--- src/rtl/sprite_anim_pkg.sv ---
// Shared types and constants for the battle sprite animation blocks.
package sprite_anim_pkg;

  typedef enum logic [2:0] {
    ST_IDLE,
    ST_DRAW,
    ST_WAIT_FRAME,
    ST_ERASE,
    ST_STEP,
    ST_DONE
  } anim_state_t;

  localparam logic DRAW_OP  = 1'b0;
  localparam logic ERASE_OP = 1'b1;

  localparam int DEF_X_W = 9;
  localparam int DEF_Y_W = 8;

endpackage

--- src/rtl/frame_tick_gen.sv ---
// Animation frame timebase: one-cycle tick every FRAME_DIV enabled cycles.
module frame_tick_gen #(
  parameter int FRAME_DIV = 833334
) (
  input  logic clock,
  input  logic reset,
  input  logic clear,
  input  logic enable,
  output logic tick
);

  localparam int CNT_W = (FRAME_DIV > 1) ? $clog2(FRAME_DIV) : 1;
  localparam logic [CNT_W-1:0] LAST = CNT_W'(FRAME_DIV - 1);

  logic [CNT_W-1:0] count;

  assign tick = enable && !clear && (count == LAST);

  always_ff @(posedge clock) begin
    if (reset || clear) begin
      count <= '0;
    end else if (enable) begin
      count <= (count == LAST) ? '0 : count + CNT_W'(1);
    end
  end

endmodule

--- src/rtl/sprite_dash_animator.sv ---
// Dash-attack animator: moves a sprite out from home and back NUM_PASSES times,
// issuing one erase/draw pair to the sprite drawer per animation frame.
module sprite_dash_animator
  import sprite_anim_pkg::*;
#(
  parameter int X_W        = DEF_X_W,
  parameter int Y_W        = DEF_Y_W,
  parameter int HOME_X     = 50,
  parameter int HOME_Y     = 120,
  parameter int DASH_DIST  = 25,
  parameter int STEP       = 1,
  parameter int NUM_PASSES = 2,
  parameter int FRAME_DIV  = 833334
) (
  input  logic            clock,
  input  logic            reset,
  input  logic            start,
  input  logic            dir_left,
  input  logic            abort,
  input  logic            draw_done,
  output logic            draw_req,
  output logic            draw_erase,
  output logic [X_W-1:0]  sprite_x,
  output logic [Y_W-1:0]  sprite_y,
  output logic            busy,
  output logic            done,
  output anim_state_t     dbg_state
);

  localparam int PASS_W = (NUM_PASSES > 0) ? $clog2(NUM_PASSES + 1) : 1;
  localparam logic [X_W-1:0]    HOME_X_C = X_W'(HOME_X);
  localparam logic [X_W-1:0]    DIST_C   = X_W'(DASH_DIST);
  localparam logic [X_W-1:0]    STEP_C   = X_W'(STEP);
  localparam logic [PASS_W-1:0] PASSES_C = PASS_W'(NUM_PASSES);

  anim_state_t       state, state_next;
  logic [X_W-1:0]    offset, offset_next;
  logic [PASS_W-1:0] pass_cnt, pass_next;
  logic              outbound, outbound_next;
  logic              aborting, abort_now;
  logic              dir_left_q;
  logic              tick_pending;
  logic              tick;
  logic              finished;

  frame_tick_gen #(
    .FRAME_DIV(FRAME_DIV)
  ) u_frame_tick (
    .clock (clock),
    .reset (reset),
    .clear (state == ST_IDLE),
    .enable(busy),
    .tick  (tick)
  );

  assign finished  = (offset == '0) && ((pass_cnt == PASSES_C) || aborting);
  assign abort_now = aborting || abort;
  assign sprite_x  = dir_left_q ? (HOME_X_C - offset) : (HOME_X_C + offset);
  assign sprite_y  = Y_W'(HOME_Y);
  assign dbg_state = state;

  // Handshake: draw_req rises with the request and holds (with draw_erase and
  // sprite_x/y stable) until the drawer returns a one-cycle draw_done; the
  // request drops the following cycle. draw_done seen while no request is
  // pending has no effect.
  always_comb begin
    state_next = state;
    draw_req   = 1'b0;
    draw_erase = DRAW_OP;
    busy       = (state != ST_IDLE);
    done       = 1'b0;
    case (state)
      ST_IDLE: begin
        if (start) state_next = ST_DRAW;
      end
      ST_DRAW: begin
        draw_req = 1'b1;
        if (draw_done) state_next = finished ? ST_DONE : ST_WAIT_FRAME;
      end
      ST_WAIT_FRAME: begin
        if (tick_pending || tick) state_next = ST_ERASE;
      end
      ST_ERASE: begin
        draw_req   = 1'b1;
        draw_erase = ERASE_OP;
        if (draw_done) state_next = ST_STEP;
      end
      ST_STEP: begin
        state_next = ST_DRAW;
      end
      ST_DONE: begin
        done       = 1'b1;
        state_next = ST_IDLE;
      end
      default: state_next = ST_IDLE;
    endcase
  end

  // Abort at home (offset 0) holds position so the next draw simply finishes.
  always_comb begin
    offset_next   = offset;
    pass_next     = pass_cnt;
    outbound_next = outbound;
    if (outbound && !abort_now) begin
      offset_next   = offset + STEP_C;
      outbound_next = (offset_next != DIST_C);
    end else if (offset == '0) begin
      outbound_next = 1'b0;
    end else begin
      offset_next = offset - STEP_C;
      if (offset_next == '0) begin
        pass_next     = pass_cnt + PASS_W'(1);
        outbound_next = 1'b1;
      end else begin
        outbound_next = 1'b0;
      end
    end
  end

  always_ff @(posedge clock) begin
    if (reset) begin
      state        <= ST_IDLE;
      offset       <= '0;
      pass_cnt     <= '0;
      outbound     <= 1'b1;
      aborting     <= 1'b0;
      dir_left_q   <= 1'b0;
      tick_pending <= 1'b0;
    end else begin
      state <= state_next;

      if (state == ST_IDLE || state == ST_WAIT_FRAME) begin
        tick_pending <= 1'b0;
      end else if (tick) begin
        tick_pending <= 1'b1;
      end

      if (state == ST_IDLE && start) begin
        dir_left_q <= dir_left;
        offset     <= '0;
        pass_cnt   <= '0;
        outbound   <= 1'b1;
        aborting   <= 1'b0;
      end else if (state == ST_STEP) begin
        offset   <= offset_next;
        pass_cnt <= pass_next;
        outbound <= outbound_next;
        aborting <= abort_now;
      end
    end
  end

endmodule

--- config.mk ---
export PLATFORM = sky130hd
export DESIGN_NAME = sprite_dash_animator
export DESIGN_NICKNAME = d
export VERILOG_FILES = /design/src/rtl/sprite_anim_pkg.sv /design/src/rtl/frame_tick_gen.sv /design/src/rtl/sprite_dash_animator.sv
export SDC_FILE = /design/constraint.sdc
export NUM_CORES = 1
export LEC_CHECK = 0
export ABC_CLOCK_PERIOD_IN_PS = 6000
export BUFFER_PORTS_ARGS = -buffer_cell sky130_fd_sc_hd__clkbuf_2
export CAP_MARGIN = 20
export CORE_ASPECT_RATIO = 1.4
export CORE_MARGIN = 5
export CORE_UTILIZATION = 63
export DETAILED_ROUTE_END_ITERATION = 6
export PLACE_DENSITY_LB_ADDON = 0.2
export SLEW_MARGIN = 20
export SYNTH_ARGS = -nofsm -noshare
export SYNTH_HDL_FRONTEND = slang
export SYNTH_SLANG_ARGS = --single-unit
--- constraint.sdc ---
create_clock -name clock -period 6 [get_ports clock]
set_clock_uncertainty 0.15 [all_clocks]
set_input_delay 0.9 -clock clock [delete_from_list [all_inputs] [get_ports clock]]
set_output_delay 0.9 -clock clock [all_outputs]
set_load 0.01 [all_outputs]
==> summary.md <==
| Metric | Value |
|---|---|
| Register area | `between 700 and 800 um^2` |
| CP required | `4.95 ns` |
| Top Ports | `30` |
| Antenna violations before repair | `0` |
| Hpwl dp | `around 4.0 mm` |
| Crit. End Element | `output port` |
| CTS Root Cell | `clkbuf_8` |
| Area delta synth->final | `6.12%` |
| Vias after detailed routing | `roughly 2100` |
| 1st-iter DRT viols | `between 150 and 200` |
| Total grt overflow | `0` |
| Setup Crit Path Kind | `reg -> out` |
| Clock tree buffer depth | `2` |
| Cell taking the most area after synthesis | `dfxtp_1` |
| Min Hold Slack | `around 0.33 ns` |
| Wire per inst | `~14 um` |
| First-pass GRT wire length | `about 8.8 mm` |
| Fin. Hold Viols | `0` |
| Mux cell area share after synthesis | `less than 1%` |
| Vias in the first global route | `2021` |
| Layout Cells excl Fill | `375` |
| Synth Register Bits | `38` |
| Synth cell types | `49` |
| Clk_lat worst skew | `about 0.29 ns` |
| Worst-path maximum fanout | `12` |
| Critical Path AT | `about 2.1 ns` |
| Most frequent cells in the layout | `49 x nor2_1, 38 x dfxtp_1, 35 x xnor2_1` |
| Setup violations, final | `0` |
| Final setup TNS | `0 ns` |
| Share of cells above drive strength 1 | `10.8%` |
| Synth warn | `0` |
| DP Worst Slack | `3.19 ns` |
| Fraction of the mapped netlist area in simple logic gates | `29.2%` |
| Top post-synthesis cells by area | `dfxtp_1 31%, xnor2_1 12%, nor2_1 7.4%` |
| Antenna cells | `0` |
| Slowest-stage cell, CP | `dfxtp_1` |
| Post-synth ARST share | `0%` |
| # Max-Cap Violations | `0` |
| Post-synthesis cell count | `317` |
| Fillers | `~340` |
| Synth Area in Adders | `under 10%` |
| XOR/XNOR Fraction of Synth Area | `between 10% and 20%` |
| TritonRoute pass-1 iters | `4` |
| Post-synth EDFFs | `0` |
| Nets | `between 300 and 400` |
| Tot Pwr | `slightly below 500 uW` |
| Worst slew margin | `about half` |
| Cell Chain, Critical Path | `inv_1 -> ha_1 -> a21oi_1 -> o21ai_0 -> a21oi_1 -> xnor2_1 -> clkbuf_2` |
| Crit path largest cell delay | `just over 0.6 ns` |
| Most common cell after layout, fill and taps aside | `nor2_1` |
| RD Place Congestion | `0.882` |
| Seq/Total Area, Yosys | `about 31%` |
| Compound-Gate Fraction of Synth Area | `between 10% and 20%` |
| Number of remaining DRC errors | `0` |
| Total Wirelength | `5.20 mm` |
| Minimum clock period | `around 3.1 ns` |
| Post-synth top area share | `around 31%` |
| Synthesized cell area | `2490 um^2` |
| Leakage | `around 0.00094 uW` |
| Largest net degree at the start of global routing | `21` |
| CTS tree | `done` |
| Cts hold-fix bufs | `0` |
| Via/cell ratio | `between 5 and 6` |
| Worst-path clk slew | `roughly 0.07 ns` |
| Dpl cells | `around 370` |
| CTS H-Tree Depth | `2` |
| Port bufs | `21` |
| DIE HEIGHT | `between 80 and 90 um` |
| Multi-input logic area | `about 1600 um^2` |
| FP Rows | `27` |
| Initial Util | `64.2%` |
| Post-CTS Resized | `0` |
| Post-CTS setup buffer count | `0` |
| Slew @ Worst Pin | `around 0.75 ns` |
| Die Area | `roughly 5300 um^2` |
| GRT Total Usage | `roughly a fifth` |
| Antenna Nets Post-Route | `0` |
| Crit path launch type | `flip-flop` |
| Die Wd | `approximately 63 um` |
| RSZ-0062 raised after global routing | `no` |
| CTS buffer count | `5` |
| Pwr dens | `roughly 180 nW/um^2` |
| Worst VDD drop | `approximately 0.00024 V` |
| Largest family of logic cells by synthesized area | `simple AND/OR/NAND/NOR gates` |
| Final Cycle Share | `between 50% and 60%` |
| Pins over their slew limit | `0` |
| Fin worst setup slack | `~2.9 ns` |
| Clock sinks | `38` |
| Fmax | `between 0.3 and 0.4 GHz` |
| Worst path most repeated cell | `a21oi_1` |
| Core area | `about 3900 um^2` |
| Status | `completed` |
| Prevailing post-synth register cell | `dfxtp_1` |
| Worst min path class | `reg -> reg` |
| Syn Area/Cell | `between 7 and 8 um^2` |
## power by group
| group | internal, uW | switching (uW) |
|---|---|---|
| clock | 92.6 | 85.5 |
| sequential | 256 | 7.87 |
| combinational | 13.9 | 27.9 |
## kinds of logic after synthesis
logic type / count (synthesis)
compound gates: 49
xor+xnor: 39
fa+ha+maj: 12
buf+inv: 35
flops: 38
mux: 2
other cells: 2
simple gates: 140
## worst max-delay path, delay by kind of cell, from the launching register on
| kind | cells | cell delay (ns) |
|---|---|---|
| buffers and inverters | 2 | 0.32 |
| AOI/OAI and AO/OA | 3 | 0.54 |
| DFF | 1 | 0.61 |
| xor gates and xnor gates | 1 | 0.13 |
| adders and majority gates | 1 | 0.21 |
## synthesized netlist by cell type (3+ instances only)
cell	n
nor2_1	49
dfxtp_1	38
xnor2_1	35
nand2_1	24
a21oi_1	17
nor3_1	15
inv_1	14
o21ai_0	14
buf_4	12
ha_1	12
nand3_1	12
nor3b_1	5
a21boi_1	4
and4_1	4
clkbuf_1	4
nand4_1	4
nor4_1	4
xor2_1	4
and3_1	3
nand2b_1	3
## final timing paths
| check | start | endpoint | slack (ns) | cells after the start |
|---|---|---|---|---|
| max | offset[2] | sprite_x[5] | 2.87 | 7 |
| min reg2reg | u_frame_tick.count[0] | u_frame_tick.count[0] | 0.33 | 1 |
| max reg2reg | offset[2] | pass_cnt[0] | 3.27 | 7 |
| min | u_frame_tick.count[0] | u_frame_tick.count[0] | 0.33 | 1 |
## cell type report
class / count / area share (%)
Tap cell: 43 / 2.03
Clock inverter: 1 / 0.189
Timing Repair Buffer: 22 / 4.26
Clock buffer: 7 / 3.26
Multi-Input combinational cell: 250 / 59.5
Inverter: 14 / 1.99
Sequential cell: 38 / 28.7
## flip-flops by register name (all words and copies together), names as in the netlist
name / cells
u_frame_tick.count: 20
offset: 9
dbg_state: 3
pass_cnt: 2
aborting: 1
dir_left_q: 1
outbound: 1
tick_pending: 1
## metrics by stage
stage | utilization (%) | cell area, um^2
4_1_cts | 68.1 | 2650
3_3_place_gp | 65.8 | 2550
5_1_grt | 68.1 | 2650
2_1_floorplan | - | 2520
3_5_place_dp | 65.8 | 2550
6_report | 68.1 | 2650
## per-layer routing
| metal | vias up | global-route usage [%] | share of wire [%] |
|---|---|---|---|
| met2 | 35 | 37.5 | 55 |
| li1 | 1095 | - | - |
| met1 | 991 | 20.8 | 39 |
| met4 | 0 | 11.7 | 4.2 |
| met3 | 19 | 2.81 | 2.4 |
| met5 | - | 0 | 0 |
(Power assumes the default switching activity.)
